--- src/rtl/reorder_buffer.sv ---
// In-order retire ROB: dual alloc/complete, up to 2 commits per edge, frees registered one cycle after commit.
// Allocation needs 2 free entries (no same-cycle commit bypass); optional commit counter under ROB_STATS_EN.
module reorder_buffer #(
  parameter int NUM_ROB_ENTRIES = 16,
  parameter int NUM_P_REGS      = 64
) (
  input  logic                          clk_i,
  input  logic                          rst_i,
  input  logic                          alloc0_en_i,
  input  logic                          alloc1_en_i,
  input  logic                          alloc_wr0_i,
  input  logic                          alloc_wr1_i,
  input  logic [$clog2(NUM_P_REGS)-1:0] alloc_old_pdest0_i,
  input  logic [$clog2(NUM_P_REGS)-1:0] alloc_old_pdest1_i,
  output logic                          alloc_ready_o,
  output logic [$clog2(NUM_ROB_ENTRIES)-1:0] alloc_idx0_o,
  output logic [$clog2(NUM_ROB_ENTRIES)-1:0] alloc_idx1_o,
  input  logic                          complete0_en_i,
  input  logic                          complete1_en_i,
  input  logic [$clog2(NUM_ROB_ENTRIES)-1:0] complete0_idx_i,
  input  logic [$clog2(NUM_ROB_ENTRIES)-1:0] complete1_idx_i,
  output logic                          en_free_reg0_o,
  output logic                          en_free_reg1_o,
  output logic [$clog2(NUM_P_REGS)-1:0] free_reg0_o,
  output logic [$clog2(NUM_P_REGS)-1:0] free_reg1_o,
  output logic                          empty_o,
  output logic                          full_o
`ifdef ROB_STATS_EN
  ,
  output logic [31:0]                   commit_count_o
`endif
);

  localparam int IW = $clog2(NUM_ROB_ENTRIES);
  localparam int PW = $clog2(NUM_P_REGS);
  localparam int CW = IW + 1;

  logic [IW-1:0]          head_q, head_d, tail_q, tail_d, head1;
  logic [CW-1:0]          count_q, count_d;
  logic [NUM_ROB_ENTRIES-1:0] valid_q, valid_d, done_q, done_d, wr_q, wr_d;
  logic [PW-1:0]          old_pdest_q [NUM_ROB_ENTRIES];
  logic [PW-1:0]          old_pdest_d [NUM_ROB_ENTRIES];
  logic                   en_free0_q, en_free0_d, en_free1_q, en_free1_d;
  logic [PW-1:0]          free_reg0_q, free_reg0_d, free_reg1_q, free_reg1_d;
  logic                   retire0, retire1, do_alloc0, do_alloc1;
  logic [1:0]             n_alloc, n_commit;

  assign alloc_ready_o  = (count_q <= CW'(NUM_ROB_ENTRIES - 2));
  assign alloc_idx0_o   = tail_q;
  assign alloc_idx1_o   = tail_q + IW'(alloc0_en_i);
  assign empty_o        = (count_q == '0);
  assign full_o         = (count_q == CW'(NUM_ROB_ENTRIES));
  assign en_free_reg0_o = en_free0_q;
  assign en_free_reg1_o = en_free1_q;
  assign free_reg0_o    = free_reg0_q;
  assign free_reg1_o    = free_reg1_q;

  // Retirement looks only at start-of-cycle done bits, so a same-edge completion waits one edge.
  assign head1     = head_q + 1'b1;
  assign retire0   = valid_q[head_q] & done_q[head_q];
  assign retire1   = retire0 & valid_q[head1] & done_q[head1];
  assign do_alloc0 = alloc_ready_o & alloc0_en_i;
  assign do_alloc1 = alloc_ready_o & alloc1_en_i;
  assign n_alloc   = {1'b0, do_alloc0} + {1'b0, do_alloc1};
  assign n_commit  = {1'b0, retire0} + {1'b0, retire1};

  always_comb begin
    valid_d     = valid_q;
    done_d      = done_q;
    wr_d        = wr_q;
    old_pdest_d = old_pdest_q;
    if (complete0_en_i && valid_q[complete0_idx_i]) done_d[complete0_idx_i] = 1'b1;
    if (complete1_en_i && valid_q[complete1_idx_i]) done_d[complete1_idx_i] = 1'b1;
    if (retire0) begin
      valid_d[head_q] = 1'b0;
      done_d[head_q]  = 1'b0;
    end
    if (retire1) begin
      valid_d[head1] = 1'b0;
      done_d[head1]  = 1'b0;
    end
    if (do_alloc0) begin
      valid_d[tail_q]     = 1'b1;
      done_d[tail_q]      = 1'b0;
      wr_d[tail_q]        = alloc_wr0_i;
      old_pdest_d[tail_q] = alloc_old_pdest0_i;
    end
    if (do_alloc1) begin
      valid_d[alloc_idx1_o]     = 1'b1;
      done_d[alloc_idx1_o]      = 1'b0;
      wr_d[alloc_idx1_o]        = alloc_wr1_i;
      old_pdest_d[alloc_idx1_o] = alloc_old_pdest1_i;
    end
    head_d      = head_q + IW'(n_commit);
    tail_d      = tail_q + IW'(n_alloc);
    count_d     = count_q + CW'(n_alloc) - CW'(n_commit);
    en_free0_d  = retire0 & wr_q[head_q];
    en_free1_d  = retire1 & wr_q[head1];
    free_reg0_d = en_free0_d ? old_pdest_q[head_q] : '0;
    free_reg1_d = en_free1_d ? old_pdest_q[head1] : '0;
  end

  always_ff @(posedge clk_i) begin
    if (rst_i) begin
      head_q      <= '0;
      tail_q      <= '0;
      count_q     <= '0;
      valid_q     <= '0;
      done_q      <= '0;
      wr_q        <= '0;
      old_pdest_q <= '{default: '0};
      en_free0_q  <= 1'b0;
      en_free1_q  <= 1'b0;
      free_reg0_q <= '0;
      free_reg1_q <= '0;
    end else begin
      head_q      <= head_d;
      tail_q      <= tail_d;
      count_q     <= count_d;
      valid_q     <= valid_d;
      done_q      <= done_d;
      wr_q        <= wr_d;
      old_pdest_q <= old_pdest_d;
      en_free0_q  <= en_free0_d;
      en_free1_q  <= en_free1_d;
      free_reg0_q <= free_reg0_d;
      free_reg1_q <= free_reg1_d;
    end
  end

`ifdef ROB_STATS_EN
  logic [31:0] commit_count_q, commit_count_d;

  assign commit_count_d = commit_count_q + 32'(n_commit);
  assign commit_count_o = commit_count_q;

  always_ff @(posedge clk_i) begin
    if (rst_i) commit_count_q <= '0;
    else       commit_count_q <= commit_count_d;
  end
`endif

endmodule

--- config.mk ---
export PLATFORM = sky130hd
export DESIGN_NAME = reorder_buffer
export DESIGN_NICKNAME = d
export VERILOG_FILES = /design/src/rtl/reorder_buffer.sv
export SDC_FILE = /design/constraint.sdc
export NUM_CORES = 1
export LEC_CHECK = 0
export CORE_UTILIZATION = 45
export CTS_CLUSTER_DIAMETER = 60
export DETAILED_ROUTE_END_ITERATION = 16
export HOLD_SLACK_MARGIN = 0.08
export SYNTH_ARGS = -nofsm -noshare
export SYNTH_HDL_FRONTEND = slang
export SYNTH_SLANG_ARGS = --single-unit
--- constraint.sdc ---
create_clock -name clk_i -period 14.55 [get_ports clk_i]
set_input_delay 2.1825 -clock clk_i [delete_from_list [all_inputs] [get_ports clk_i]]
set_output_delay 2.1825 -clock clk_i [all_outputs]
set_load 0.005 [all_outputs]
==> out/metrics.csv <==
stage,metric,value,unit
status,status,"finished, final reports clean",
clock_network,cts-resized-gates,0,
synth,yosysWarnings,0,
place,io_buffers,52,
min_path,worstHoldStart,old_pdest_q[73]$_SDFF_PP0_,
timing,max_freq,161.1,MHz
route,vias,9149,
clock_network,htreeDepth,4,
timing,finalCritPeriodShare,42.65,%
clock_network,post_cts_buffers,0,
floorplanning,core_area,23470,µm²
pwr,p_leak,4.424,nW
setup_path,max_stage_delay,0.56,ns
setup_path,cp.arrival,4.02,ns
place,gp_congestion,0.8741,
setup_path,reg2reg_to,count_q[4]$_SDFF_PP0_,
cells_and_area,layout-drive-gt1-share,12.78,%
synth,synth_cells,1155,
flow_run,cap_violations,0,
clock_network,holdBufCountCts,0,
route,detail_route.wl_per_cell,21.70,µm
clock_network,clk_latency,0.44,ns
setup_path,worst_path_dominant_cell_family,buffers and inverters,
clock_network,clk_pin_slew,0.07,ns
route,postRouteAntennaNets,0,
route,routed_via_density,6.228,
synth,synth_async_sr_flop_share,0,%
timing,fin_tns_setup,0,ns
synth,post_synth_mux_area_share,24.79,%
floorplanning,die_area,24560,µm²
cells_and_area,layout_commonest_cell,dfxtp_1,
synth,synth_xor_area_share,0.8944,%
global_route,grt_max_degree,68,
clock_network,numCtsBuffers,17,
global_route,track_usage,27.07,%
timing,hold_viol_final,0,
synth,synth-edff-count,0,
cells_and_area,layout_common_cells,"dfxtp_1, nor2_1, mux2i_1",
route,drt_iter0_drc,670,
timing,max_slew_margin,16.05,%
global_route,grt_overflow,0,
floorplanning,die_h,156.7,µm
min_path,hp-class,flip-flop to flip-flop,
pwr,clkPwrFrac,34.1,%
cells_and_area,fill_cells,2131,
setup_path,criticalPathCategory,input pin to primary output,
pwr,internal_power,0.9348,mW
clock_network,cts_buffer_depth,2,
pwr,total_power,1.379,mW
clock_network,cts_tree,built,
cells_and_area,syn2layout_area_growth,11.45,%
route,drt_first_pass_iters,7,
timing,rsz0062_at_grt,false,
timing,fin_crit,6.206,ns
synth,synth-adder-area-share,3.415,%
route,drc,0,
synth,ys_seq_area_share,31.78,%
cells_and_area,utilization,51.15,%
synth,syn_avg_cell_area,9.326,µm²
setup_path,reg2reg_from,head_q[1]$_SDFF_PP0_,
timing,tightestPinTransition,1.257,ns
setup_path,path_depth,5,
pwr,ir_drop,0.06977,mV
floorplanning,pin_count,53,
synth,synth_flop_cell,dfxtp_1,
pwr,sw_frac_of_total,32.23,%
setup_path,crit_path_end_kind,primary output,
setup_path,crit_chain,"clkdlybuf4s50_1, ha_1, ha_1, xor2_1, clkdlybuf4s50_1",
clock_network,ctsRootBufferMaster,clkbuf_16,
pwr,power_density,114.9,nW/µm²
global_route,grt_pass1_vias,8475,
pwr,power_frac_seq,40.8,%
route,totalWireLength,31880,µm
setup_path,critPathMaxFanout,8,
synth,synth-compound-area-share,15.97,%
setup_path,reg2reg_slack,8.94,ns
timing,finalSetupViolCount,0,
synth,synth-simple-area-share,18.27,%
cells_and_area,nets,1192,
synth,synth_top_family_by_area,multiplexers,
setup_path,endpoint,alloc_idx1_o[2],
pwr,power.combinational.fraction,25.0,%
setup_path,slowest_stage,clkdlybuf4s50_1,
floorplanning,initial_core_util,45.89,%
synth,syn-num-nets,1210,
timing,slew_violations,0,
synth,synth-seq-cells,171,
global_route,grt_antenna_before_repair,0,
setup_path,critPathLaunch,alloc0_en_i,
clock_network,clock_sinks,171,
floorplanning,die_width,156.7,µm
setup_path,cp_num_buf_inv,2,
synth,synth_cell_types,68,
cells_and_area,antennaDiodeCount,0,
pwr,power.switching,0.4445,mW
setup_path,cp_data_required_time,12.37,ns
place,place_hpwl,22520,µm
synth,netlist_area,10770,µm²
setup_path,start_kind,input pin,
timing,fin_skew,0.01255,ns
setup_path,r2r_cells,18,
floorplanning,row_count,56,
global_route,grt_pass1_wl,50340,µm
==> worst min-delay path, delay by kind of cell (launching register included) <==
kind | cells | cell delay, ns
and+or+nand+nor | 1 | 0.06
AOI/OAI and AO/OA | 1 | 0.08
DFF | 1 | 0.32
==> cell type report <==
| type | count | area (µm²) | area share (%) |
|---|---|---|---|
| Multi-Input combinational cell | 855 | 6858 | 57.12 |
| Clock buffer | 18 | 439.2 | 3.658 |
| Timing Repair Buffer | 67 | 630.6 | 5.253 |
| Clock inverter | 14 | 156.4 | 1.303 |
| Sequential cell | 171 | 3428 | 28.56 |
| Tap cell | 319 | 399.1 | 3.325 |
| Inverter | 25 | 93.84 | 0.7817 |
==> state kept, by name, summed over array words and instances, names as in the netlist <==
register and flops:
count_q 5, alloc_idx0_o 4, head_q 4, free_reg0_o 6
en_free_reg0_o 1, old_pdest_q 96, en_free_reg1_o 1, wr_q 16
valid_q 16, free_reg1_o 6, done_q 16
==> metrics by stage <==
stage	instances	instance area (µm²)	hold WS (ns)	worst slack (ns)
4_1_cts	1469	12010	0.5001	8.350
3_3_place_gp	1437	11410	0.4805	8.412
6_report	1469	12010	0.4980	8.344
3_5_place_dp	1437	11410	0.4895	8.370
2_1_floorplan	1155	10770	0.4651	9.223
5_1_grt	1469	12010	0.5367	8.238
==> worst min path at each step <==
stage	end	slack, ns	cells past startpoint
global route	old_pdest_q[76]$_SDFF_PP0_	0.54	2
floorplan	old_pdest_q[30]$_SDFF_PP0_	0.47	2
detailed placement	old_pdest_q[73]$_SDFF_PP0_	0.49	2
finish	old_pdest_q[73]$_SDFF_PP0_	0.50	2
global placement	wr_q[3]$_SDFF_PP0_	0.48	2
CTS	old_pdest_q[72]$_SDFF_PP0_	0.50	2
==> cell usage after synthesis (all sizes together), types with 7 or more instances <==
cell type	instances	area share (%)
nand3b	8	0.56
o22ai	9	0.52
ha	23	2.7
a21oi	34	1.6
nor2b	28	1.6
mux2i	95	8.8
and2	10	0.58
mux4	75	16
nor3	8	0.37
a311oi	29	2.4
inv	25	0.87
a211oi	83	5.8
o21ai	23	1.1
nand2	76	2.6
dfxtp	171	32
a21o	7	0.49
a31oi	13	0.76
nand2b	15	0.87
clkbuf	73	2.5
nand3	56	2.6
buf	31	1.5
nor2	158	5.5
==> per-layer routing <==
metal / wire length [µm] / GRT usage (%) / up-vias
met5: 0 / 0 / -
met1: 14750 / 39.29 / 4446
li1: - / - / 4288
met2: 14030 / 40.15 / 377
met4: 476 / 6.396 / 0
met3: 2618 / 6.508 / 38
==> logic make-up (layout without fill, tap and decap cells) <==
| family | Yosys count | count (layout) |
|---|---|---|
| AOI/OAI and AO/OA | 238 | 238 |
| buffers and inverters | 129 | 124 |
| and+or+nand+nor | 407 | 407 |
| muxes | 172 | 172 |
| adders and majority gates | 27 | 27 |
| DFF | 171 | 171 |
| xor gates and xnor gates | 11 | 11 |
==> power groups by stage <==
stage	sequential, mW	clock [mW]	combinational [mW]
floorplan	0.552	0	0.243
global placement	0.571	0	0.335
detailed placement	0.572	0	0.341
CTS	0.562	0.478	0.343
global route	0.571	0.497	0.379
finish	0.563	0.471	0.345
Power figures use the tool's default switching activity.
